==> config.mk <==
export PLATFORM = sky130hd
export DESIGN_NAME = mem_arbiter
export DESIGN_NICKNAME = d
export VERILOG_FILES = /design/src/rtl/mem_arbiter.sv
export SDC_FILE = /design/constraint.sdc
export NUM_CORES = 1
export LEC_CHECK = 0
export BUFFER_PORTS_ARGS = -buffer_cell sky130_fd_sc_hd__buf_2
export CORE_MARGIN = 10
export CORE_UTILIZATION = 37
export DETAILED_ROUTE_END_ITERATION = 7
export PLACE_DENSITY_LB_ADDON = 0.05
export REMOVE_ABC_BUFFERS = 1
export SYNTH_ARGS = -nofsm -noshare
export SYNTH_HDL_FRONTEND = slang
export SYNTH_SLANG_ARGS = --single-unit
==> constraint.sdc <==
create_clock -name clk -period 3.9 [get_ports clk]
set_input_delay 0.195 -clock clk [delete_from_list [all_inputs] [get_ports clk]]
set_output_delay 0.195 -clock clk [all_outputs]
set_load 0.01 [all_outputs]
==> src/rtl/mem_arbiter.sv <==
// rtl/mem_arbiter.sv - IF/DM arbiter in front of a single-port fixed-latency memory
module mem_arbiter #(
  parameter int LAT        = 2,
  parameter int MAX_DM_RUN = 4,
  parameter int AW         = 32,
  parameter int DW         = 32
) (
  input  logic          clk,
  input  logic          rst,
  input  logic          if_req,
  input  logic [AW-1:0] if_addr,
  output logic [DW-1:0] if_rdata,
  output logic          if_ack,
  output logic          if_stall,
  input  logic          dm_req,
  input  logic          dm_we,
  input  logic [AW-1:0] dm_addr,
  input  logic [DW-1:0] dm_wdata,
  output logic [DW-1:0] dm_rdata,
  output logic          dm_ack,
  output logic          dm_stall,
  output logic          mem_cs,
  output logic          mem_we,
  output logic [AW-1:0] mem_addr,
  output logic [DW-1:0] mem_wdata,
  input  logic [DW-1:0] mem_rdata
);

  typedef enum logic [1:0] {IDLE, BUSY_IF, BUSY_DM} state_t;

  localparam logic [3:0] LAT_C = 4'(LAT);
  localparam logic [3:0] RUN_C = 4'(MAX_DM_RUN);

  state_t     state, state_nx;
  logic [3:0] cnt, run;
  logic       if_live, dm_live, grant_if, grant_dm, done;

  // A request still high in its own ack cycle is stale and must not be re-granted.
  assign if_live  = if_req & ~if_ack;
  assign dm_live  = dm_req & ~dm_ack;
  assign grant_dm = (state == IDLE) & dm_live & ~(if_live & (run == RUN_C));
  assign grant_if = (state == IDLE) & if_live & ~grant_dm;
  assign done     = (state != IDLE) & (cnt == 4'd1);

  assign if_stall = if_req & ~if_ack;
  assign dm_stall = dm_req & ~dm_ack;

  always_ff @(posedge clk) begin
    if (!rst) state <= IDLE;
    else      state <= state_nx;
  end

  always_comb begin
    state_nx = state;
    case (state)
      IDLE: begin
        if (grant_dm)      state_nx = BUSY_DM;
        else if (grant_if) state_nx = BUSY_IF;
      end
      BUSY_IF, BUSY_DM: if (done) state_nx = IDLE;
      default: state_nx = IDLE;
    endcase
  end

  always_ff @(posedge clk) begin
    if (!rst) begin
      cnt       <= 4'd0;
      run       <= 4'd0;
      if_ack    <= 1'b0;
      dm_ack    <= 1'b0;
      mem_cs    <= 1'b0;
      mem_we    <= 1'b0;
      mem_addr  <= '0;
      mem_wdata <= '0;
      if_rdata  <= '0;
      dm_rdata  <= '0;
    end else begin
      mem_cs <= grant_dm | grant_if;
      if_ack <= 1'b0;
      dm_ack <= 1'b0;

      if (grant_dm) begin
        mem_addr  <= dm_addr;
        mem_we    <= dm_we;
        mem_wdata <= dm_wdata;
        cnt       <= LAT_C;
      end else if (grant_if) begin
        mem_addr <= if_addr;
        mem_we   <= 1'b0;
        cnt      <= LAT_C;
      end else if (state != IDLE) begin
        cnt <= cnt - 4'd1;
      end

      if (done) begin
        if (state == BUSY_IF) begin
          if_ack   <= 1'b1;
          if_rdata <= mem_rdata;
        end else begin
          dm_ack <= 1'b1;
          if (!mem_we) dm_rdata <= mem_rdata;
        end
      end

      // Consecutive DM wins while a fetch waits; reaching the limit forces IF next.
      if (state == IDLE) begin
        if (!if_req || grant_if)            run <= 4'd0;
        else if (grant_dm && run != RUN_C)  run <= run + 4'd1;
      end
    end
  end

endmodule
# Word-level counts from Yosys, hierarchy flattened
# Cells that the tools add are included.
word_totals:
  input_bits: 133
  regBits: 142
  word_cells: 67
  output_inout_bits: 134
classes:
  n_eq_ne: 7
  add_sub_neg: 2
  n_mux: 15
  bitwise_logic: 16
  reduce_logical: 15
op_table:
  columns: ["op", "count"]
  rows:
  - ["$mux 32", 2]
  - ["$mux 2", 6]
  - ["$and 1x1->1", 8]
  - ["$mux 4", 2]
  - ["$reduce_and 2->1", 4]
  - ["$not 1->1", 7]
  - ["$reduce_bool 2->1", 3]
  - ["$add 4x1->4 const B", 1]
  - ["$eq 4x1->1 const B", 1]
  - ["$eq 4x3->1 const B", 1]
  - ["$mux 1", 4]
  - ["$ne 4x3->1 const B", 1]
  - ["$pmux 2 s2", 1]
  - ["$sub 4x1->4 const B", 1]
  - ["$ne 3x3->1 const B", 1]
  - ["$reduce_and 3->1", 1]
  - ["$reduce_bool 3->1", 1]
  - ["$reduce_or 3->1", 1]
  - ["$eq 2x1->1 const B", 1]
  - ["$eq 2x2->1 const B", 1]
  - ["$logic_not 2->1", 1]
  - ["$ne 2x2->1 const B", 1]
  - ["$reduce_or 2->1", 1]
  - ["$logic_and 1x1->1", 1]
  - ["3 further kinds", 3]

# Logic depth before layout (Yosys ltp)
# Gate-level depths: netlist of run 1.
logic_depth:
  depth_word: 10
  ltp_mapped: 8

# Worst setup path before layout of run 1
# OpenSTA, ideal clock, no wires.
synth_timing:
  path_kind: "register -> register"
  start: "reg state[0]"
  end: "reg dm_rdata[10]"
  setup_slack_ps: 1965
  path_buffers: 2
  period_less_slack_ps: 1935
  path_stages_with_launch: 9
  t_arrival_ps: 1819
  required_time_ps: 3784
  path_cell_list: "dfxtp_1 inv_1 ha_1 or4b_4 or3_1 buf_2 buf_6 nand2_1 a21boi_1"
synth_via:
  elab_chain_cells: 3
  elab_cells_between_ends: 5
  classes_between: "1 x eq/ne; 2 x bitwise; 2 x reduce/logical"
synth_rtl:
  columns: ["item", "line_no", "rtl"]
  rows:
  - ["from (decl)", "34", "state_t state, state_nx;"]
  - ["from (signal assigned)", "50", "else state <= state_nx;"]
  - ["$reduce_bool 2->1 / $eq 2x1->1 (equally long branches)", "43, 96", null]
  - ["$and 1x1->1 / $not 1->1 (equally long branches)", null, null]
  - ["$reduce_and 3->1 (no source line) (*)", null, null]
  - ["to (signal assigned)", "101", "if (!mem_we) dm_rdata <= mem_rdata;"]
  - ["to (decl)", "19", "output logic [DW-1:0] dm_rdata,"]
# Mark *: on every way between the ends. The rest lies on a longest branch, timed or not.
# A chain may end at the register's enable or synchronous reset.

# Worst setup path after layout of run 1
layout_timing:
  start: "reg state[0]"
  end: "reg dm_rdata[16]"
# Same word-level chain as after synthesis.

==> reports/summary.txt, run 1 <==
Worst Tran Pin Value: 1.25 ns
Reg-to-Reg Start: state[0]
CTS Buf Count: 17
Hold Crit Class: primary input to register
vias per std cell: 4.73
mean post-synth cell area: 9.13 sq um
mux cell area share after synthesis: 6.08%
DIE WIDTH: 143 um
core area: 14,700 sq um
Critical Path AT: 2.90 ns
final net count: 996
fmax: 385 MHz
vias in the first global route: 5,012
Reg clk slew, reported paths: 0.06 ns
simple-gate share of the synthesized area: 16.5%
flops & latches, synth: 142
CTS tree: done
initial antenna violation count: 0
status: finished clean
Setup Skew: 0.00701 ns
critical path cell sequence: inv_1 > ha_1 > or4b_4 > or3_1 > nand2_1 > a21boi_1
fillcell total: 1,445
Min Clock Period, post-route: 2.60 ns
period utilization: 66.6%
first-pass GRT wire length: 25,800 um
FFs w/ async S/R, synth: 0%
R2R Setup Slk: 1.30 ns
number of synthesized flops with an enable pin: 0
kind of critical path: register to register
post-DP HPWL: 12,500 um
ANT cells: 0
Num Clock Sinks: 142
hold buffer count at cts: 0
area leader, netlist: dfxtp_1
Slowest-stage cell, CP: or3_1
Starting Density: 38.1%
Max Slew Vio Count: 0
CTS root buf: clkbuf_16
most frequent cell after synthesis: nand2_1
Commonest cells post-synth: nand2_1 (200), dfxtp_1 (142), a21boi_0 (66)
global placement routability congestion: 0.791
worst-path fanout max: 32
xor/xnor share of the synthesized area: 0.469%
Final Non-Filler Cells: 1,054
largest family of logic cells by synthesized area: compound AO/OA/AOI/OAI gates
Compound-Gate Fraction of Synth Area: 20.0%
top-area cell type share of the netlist area: 50.8%
Die Ht: 143 um
DRC viols: 0
Max-slew headroom: 16.6%
Buf/Inv on CP: 1
DRT iter0 DRCs: 177
warnings from Yosys: 0
I/O pins: 267
RSZ-0062 raised after global routing: no
worst path required time: 4.20 ns
Crit. End Element: register
cell area after synthesis: 5600 sq um
ANT nets after route: 0
layout cell share with drive strength beyond 1: 35.1%
gate count of the mapped netlist: 613
Port Buffers: 266
worst-skew pair later-pin latency: 0.41 ns
Final Setup Violations: 0
final worst slack: 1.30 ns
Cells after DPL: 1,022
HP Start: dm_wdata[24]
global-route usage over all layers: 15.9%
Startpoint Class: register
leakage: 3.53 nW
area grow syn2layout: 36.1%
post-synthesis cell type count: 43
maximum root-to-sink buffer count: 2
Synth Area in Adders: 1.34%
ys flop type: dfxtp_1
total number of vias: 4,989
sequential share of the synthesized area: 50.8%
GR Overflow Total: 0
final hold vios: 0
Cell Rows: 44
WL/cell: 16.0 um
crit path launch: state[0]
total design power: 4.54 mW
CP max stage delay: 0.77 ns
largest net degree at the start of global routing: 65
Max-cap violations: 0
Synth area leaders: dfxtp_1 (51%), nand2_1 (13%), a21boi_0 (8.9%)
CP delay by family, top: simple AND/OR/NAND/NOR gates
final WL: 16,800 um
post_cts resized: 0
TritonRoute pass-1 iters: 4
pre-CTS setup slack: 1.31 ns
Peak VDD IR: 272 uV
Core Util, Final: 51.8%
H-tree depth: 4
Power Density: 595 nW/um^2
post-CTS setup buffers: 0
die area: 20,400 sq um
[final cells by class]
| type | count | area (sq um) | share of cell area, % |
|---|---|---|---|
| clock buffers | 20 | 457 | 5.99 |
| clock inverters | 12 | 190 | 2.50 |
| inverters | 11 | 41.3 | 0.542 |
| multi-input cells | 414 | 2490 | 32.7 |
| flip-flops and latches | 142 | 2840 | 37.3 |
| well taps | 184 | 230 | 3.02 |
| repair buffers | 271 | 1370 | 18.0 |
[report_power, final]
part | internal, mW | total (mW) | switching [mW]
Combinational | 0.422 | 1.02 | 0.600
Clock | 1.16 | 1.77 | 0.608
Sequential | 1.64 | 1.75 | 0.100
[routing by layer]
metal	wire length (um)	up-vias	track usage, %
met1	6980	2260	17.9
met3	1830	19	7.53
met4	197	0	5.54
met5	0	-	0
li1	-	2543	-
met2	7850	167	25.9
[worst reg2reg max path, cell delays in order (launching register included)]
cell and delay, ns:
dfxtp_1 0.37, inv_1 0.06, ha_1 0.37, or4b_4 0.61
or3_1 0.77, nand2_1 0.24, a21boi_1 0.08
[worst paths after layout]
| path | endpoint | cells past startpoint |
|---|---|---|
| worst max-delay path | dm_rdata[16] | 6 |
| worst min-delay path | mem_wdata[24] | 3 |
| worst max register to register | dm_rdata[16] | 6 |
| worst min register to register | dm_rdata[19] | 2 |
[registers in the layout, summed over array words and instances, names as in the netlist]
register   count
mem_addr      32
cnt            4
mem_wdata     32
if_rdata      32
if_ack         1
mem_we         1
state          2
dm_rdata      32
mem_cs         1
run            4
dm_ack         1
[cell families (layout without fill, tap and decap cells)]
| group | Yosys count | in the layout |
|---|---|---|
| and+or+nand+nor | 226 | 226 |
| DFF | 142 | 142 |
| xor gates and xnor gates | 3 | 3 |
| AOI/OAI and AO/OA | 145 | 145 |
| adders and majority gates | 6 | 6 |
| buffers and inverters | 57 | 314 |
| muxes | 34 | 34 |
[per-stage QoR]
step / setup TNS (ns) / area [sq um] / hold WS [ns]
after CTS: 0 / 7620 / 0.00618
after floorplan: -39.52 / 5370 / 0.323
after detailed placement: 0 / 6970 / 0.441
after global placement: 0 / 6970 / 0.439
after global routing: 0 / 7620 / 0.0185
final: 0 / 7620 / 0.0215
[cells in the final DEF, fill, tap and decap left out, types with 2 or more instances in the layout]
cell type   instances
a21oi_1             2
clkinv_2            5
nand3_1             2
nand2_1           200
a21boi_0           66
dfxtp_1           142
xnor2_1             2
o22ai_1             2
buf_2             266
and3_1              2
nor2_1              3
buf_4               5
nor2b_1             4
and2_1              2
or3_1               2
a22oi_1             2
o211ai_1            2
ha_1                6
o21ai_0             3
a21boi_1           30
bufinv_16           5
clkinvlp_4          2
inv_1              11
mux2i_1            34
clkbuf_8            2
clkbuf_16          17
o2bb2ai_1          32
(Power assumes the default switching activity.)
==> run 2, diff against run 1 <==
==> constraint.sdc (replaced) <==
create_clock -name clk -period 2.5 [get_ports clk]
set_input_delay 0.125 -clock clk [delete_from_list [all_inputs] [get_ports clk]]
set_output_delay 0.125 -clock clk [all_outputs]
set_load 0.01 [all_outputs]
==> reports/summary.txt, run 2 (same netlist as run 1, synthesis figures left out) <==
CTS Buf Count: 17
Num Clock Sinks: 142
Starting Density: 38.1%
DRT iter0 DRCs: 208
ANT nets after route: 0
area grow syn2layout: 61.4%
Cells after DPL: 1,029
Core Util, Final: 61.4%
fmax: 428 MHz
layout cell share with drive strength beyond 1: 31.6%
total design power: 7.43 mW
Port Buffers: 266
initial antenna violation count: 0
core area: 14,700 sq um
I/O pins: 267
most common cell after layout, fill and taps aside: buf_2
DRC viols: 0
CTS root buf: clkbuf_16
design area: 9030 sq um
Max-cap violations: 0
Final Setup Violations: 0
Die Ht: 143 um
Critical Path AT: 2.64 ns
final hold vios: 0
worst path required time: 2.80 ns
vias per std cell: 4.74
Peak VDD IR: 494 uV
Hold Crit Class: primary input to register
status: finished clean
DIE WIDTH: 143 um
multi-input logic area: 2490 sq um
Power Density: 822 nW/um^2
Worst Tran Pin Value: 0.453 ns
Crit. End Element: register
H-tree depth: 4
Max-slew headroom: 69.5%
die area: 20,400 sq um
fillcell total: 1,276
ANT cells: 0
RSZ-0062 raised after global routing: no
Setup Skew: 0.0205 ns
leakage: 4.14 nW
period utilization: 93.4%
kind of critical path: register to register
final hold slack: 0.0264 ns
Min Clock Period, post-route: 2.33 ns
Startpoint Class: register
WL/cell: 16.0 um
Reg area: 2840 sq um
CTS tree: done
Final Non-Filler Cells: 1,195
Max Slew Vio Count: 0
Reg clk slew, reported paths: 0.06 ns
worst-skew pair later-pin latency: 0.42 ns
vias in the first global route: 5,805
final net count: 1,137
largest net degree at the start of global routing: 106
global placement routability congestion: 0.755
total number of vias: 5,663
Cell Rows: 44
post-DP HPWL: 12,700 um
global-route usage over all layers: 17.8%
worst-path fanout max: 16
TritonRoute pass-1 iters: 5
most frequent cells in the layout: buf_2 (266), nand2_1 (200), dfxtp_1 (142)
GR Overflow Total: 0
final WL: 19,200 um
Cell Area, Placed: 7050 sq um
first-pass GRT wire length: 29,300 um
maximum root-to-sink buffer count: 2
==> run 2: changes by cell type in the layout (fill, tap and decap cells not counted), sizes merged <==
cell | before | now
buf | 271 | 283
bufinv | 5 | 4
clkbuf | 20 | 22
clkinv | 5 | 6
clkinvlp | 2 | 1
dlygate4sd3 | 0 | 128
==> run 2: repair_timing <==
item / CTS / global route
endpoints found under the setup margin: 0 / 29
buffers inserted: 0 / 4
hold buffers: 128 / 0
hold endpoints to repair: 129 / 0
gates resized for setup: 0 / 2
==> run 2: critical path: stages (launching register included) <==
cell           delay (ns)
dfxtp_1              0.34
inv_1                0.07
ha_1                 0.14
nand3b_1             0.17
o211ai_1             0.23
buf_4                0.17
buf_6                0.23
mux2i_1              0.24
dlygate4sd3_1        0.58
o2bb2ai_1            0.05
==> run 2: power breakdown <==
part           internal, mW  switching [mW]  total (mW)
combinational         0.969            1.03        2.00
sequential             2.57           0.165        2.73
clock                  1.77           0.932        2.70
total                  5.30            2.13        7.43
==> run 2: path summary, 6_finish.rpt <==
kind | startpoint | to | slack (ns) | cells after the start
max | run[0] | mem_addr[12] | 0.17 | 9
min | dm_addr[30] | mem_addr[30] | 0.03 | 3
max reg2reg | run[0] | mem_addr[12] | 0.17 | 9
min reg2reg | dm_rdata[13] | dm_rdata[13] | 0.45 | 2
==> run 2: metrics by stage <==
| stage | worst slack [ns] | TNS (ns) |
|---|---|---|
| floorplan | -2.13 | -129.15 |
| CTS | 0.0354 | 0 |
| detailed placement | 0.418 | 0 |
| global route | 0.0487 | 0 |
| finish | 0.166 | 0 |
| global placement | 0.494 | 0 |
==> run 2: metal layers <==
| metal | track usage (%) | vias up | share of wire, % | routed length (um) |
|---|---|---|---|---|
| met5 | 0 | - | 0 | 0 |
| met1 | 18.4 | 2624 | 39 | 7560 |
| met4 | 6.84 | 0 | 1.8 | 338 |
| met2 | 31.0 | 184 | 49 | 9460 |
| met3 | 8.13 | 23 | 9.5 | 1810 |
| li1 | - | 2832 | - | - |
==> run 2: layout make-up <==
cell class	count	area share, %
clock inverter	11	1.79
timing repair buffer	412	30.8
clock buffer	21	5.32
multi-input combinational	414	27.6
sequential	142	31.5
tap	184	2.55
inverter	11	0.457
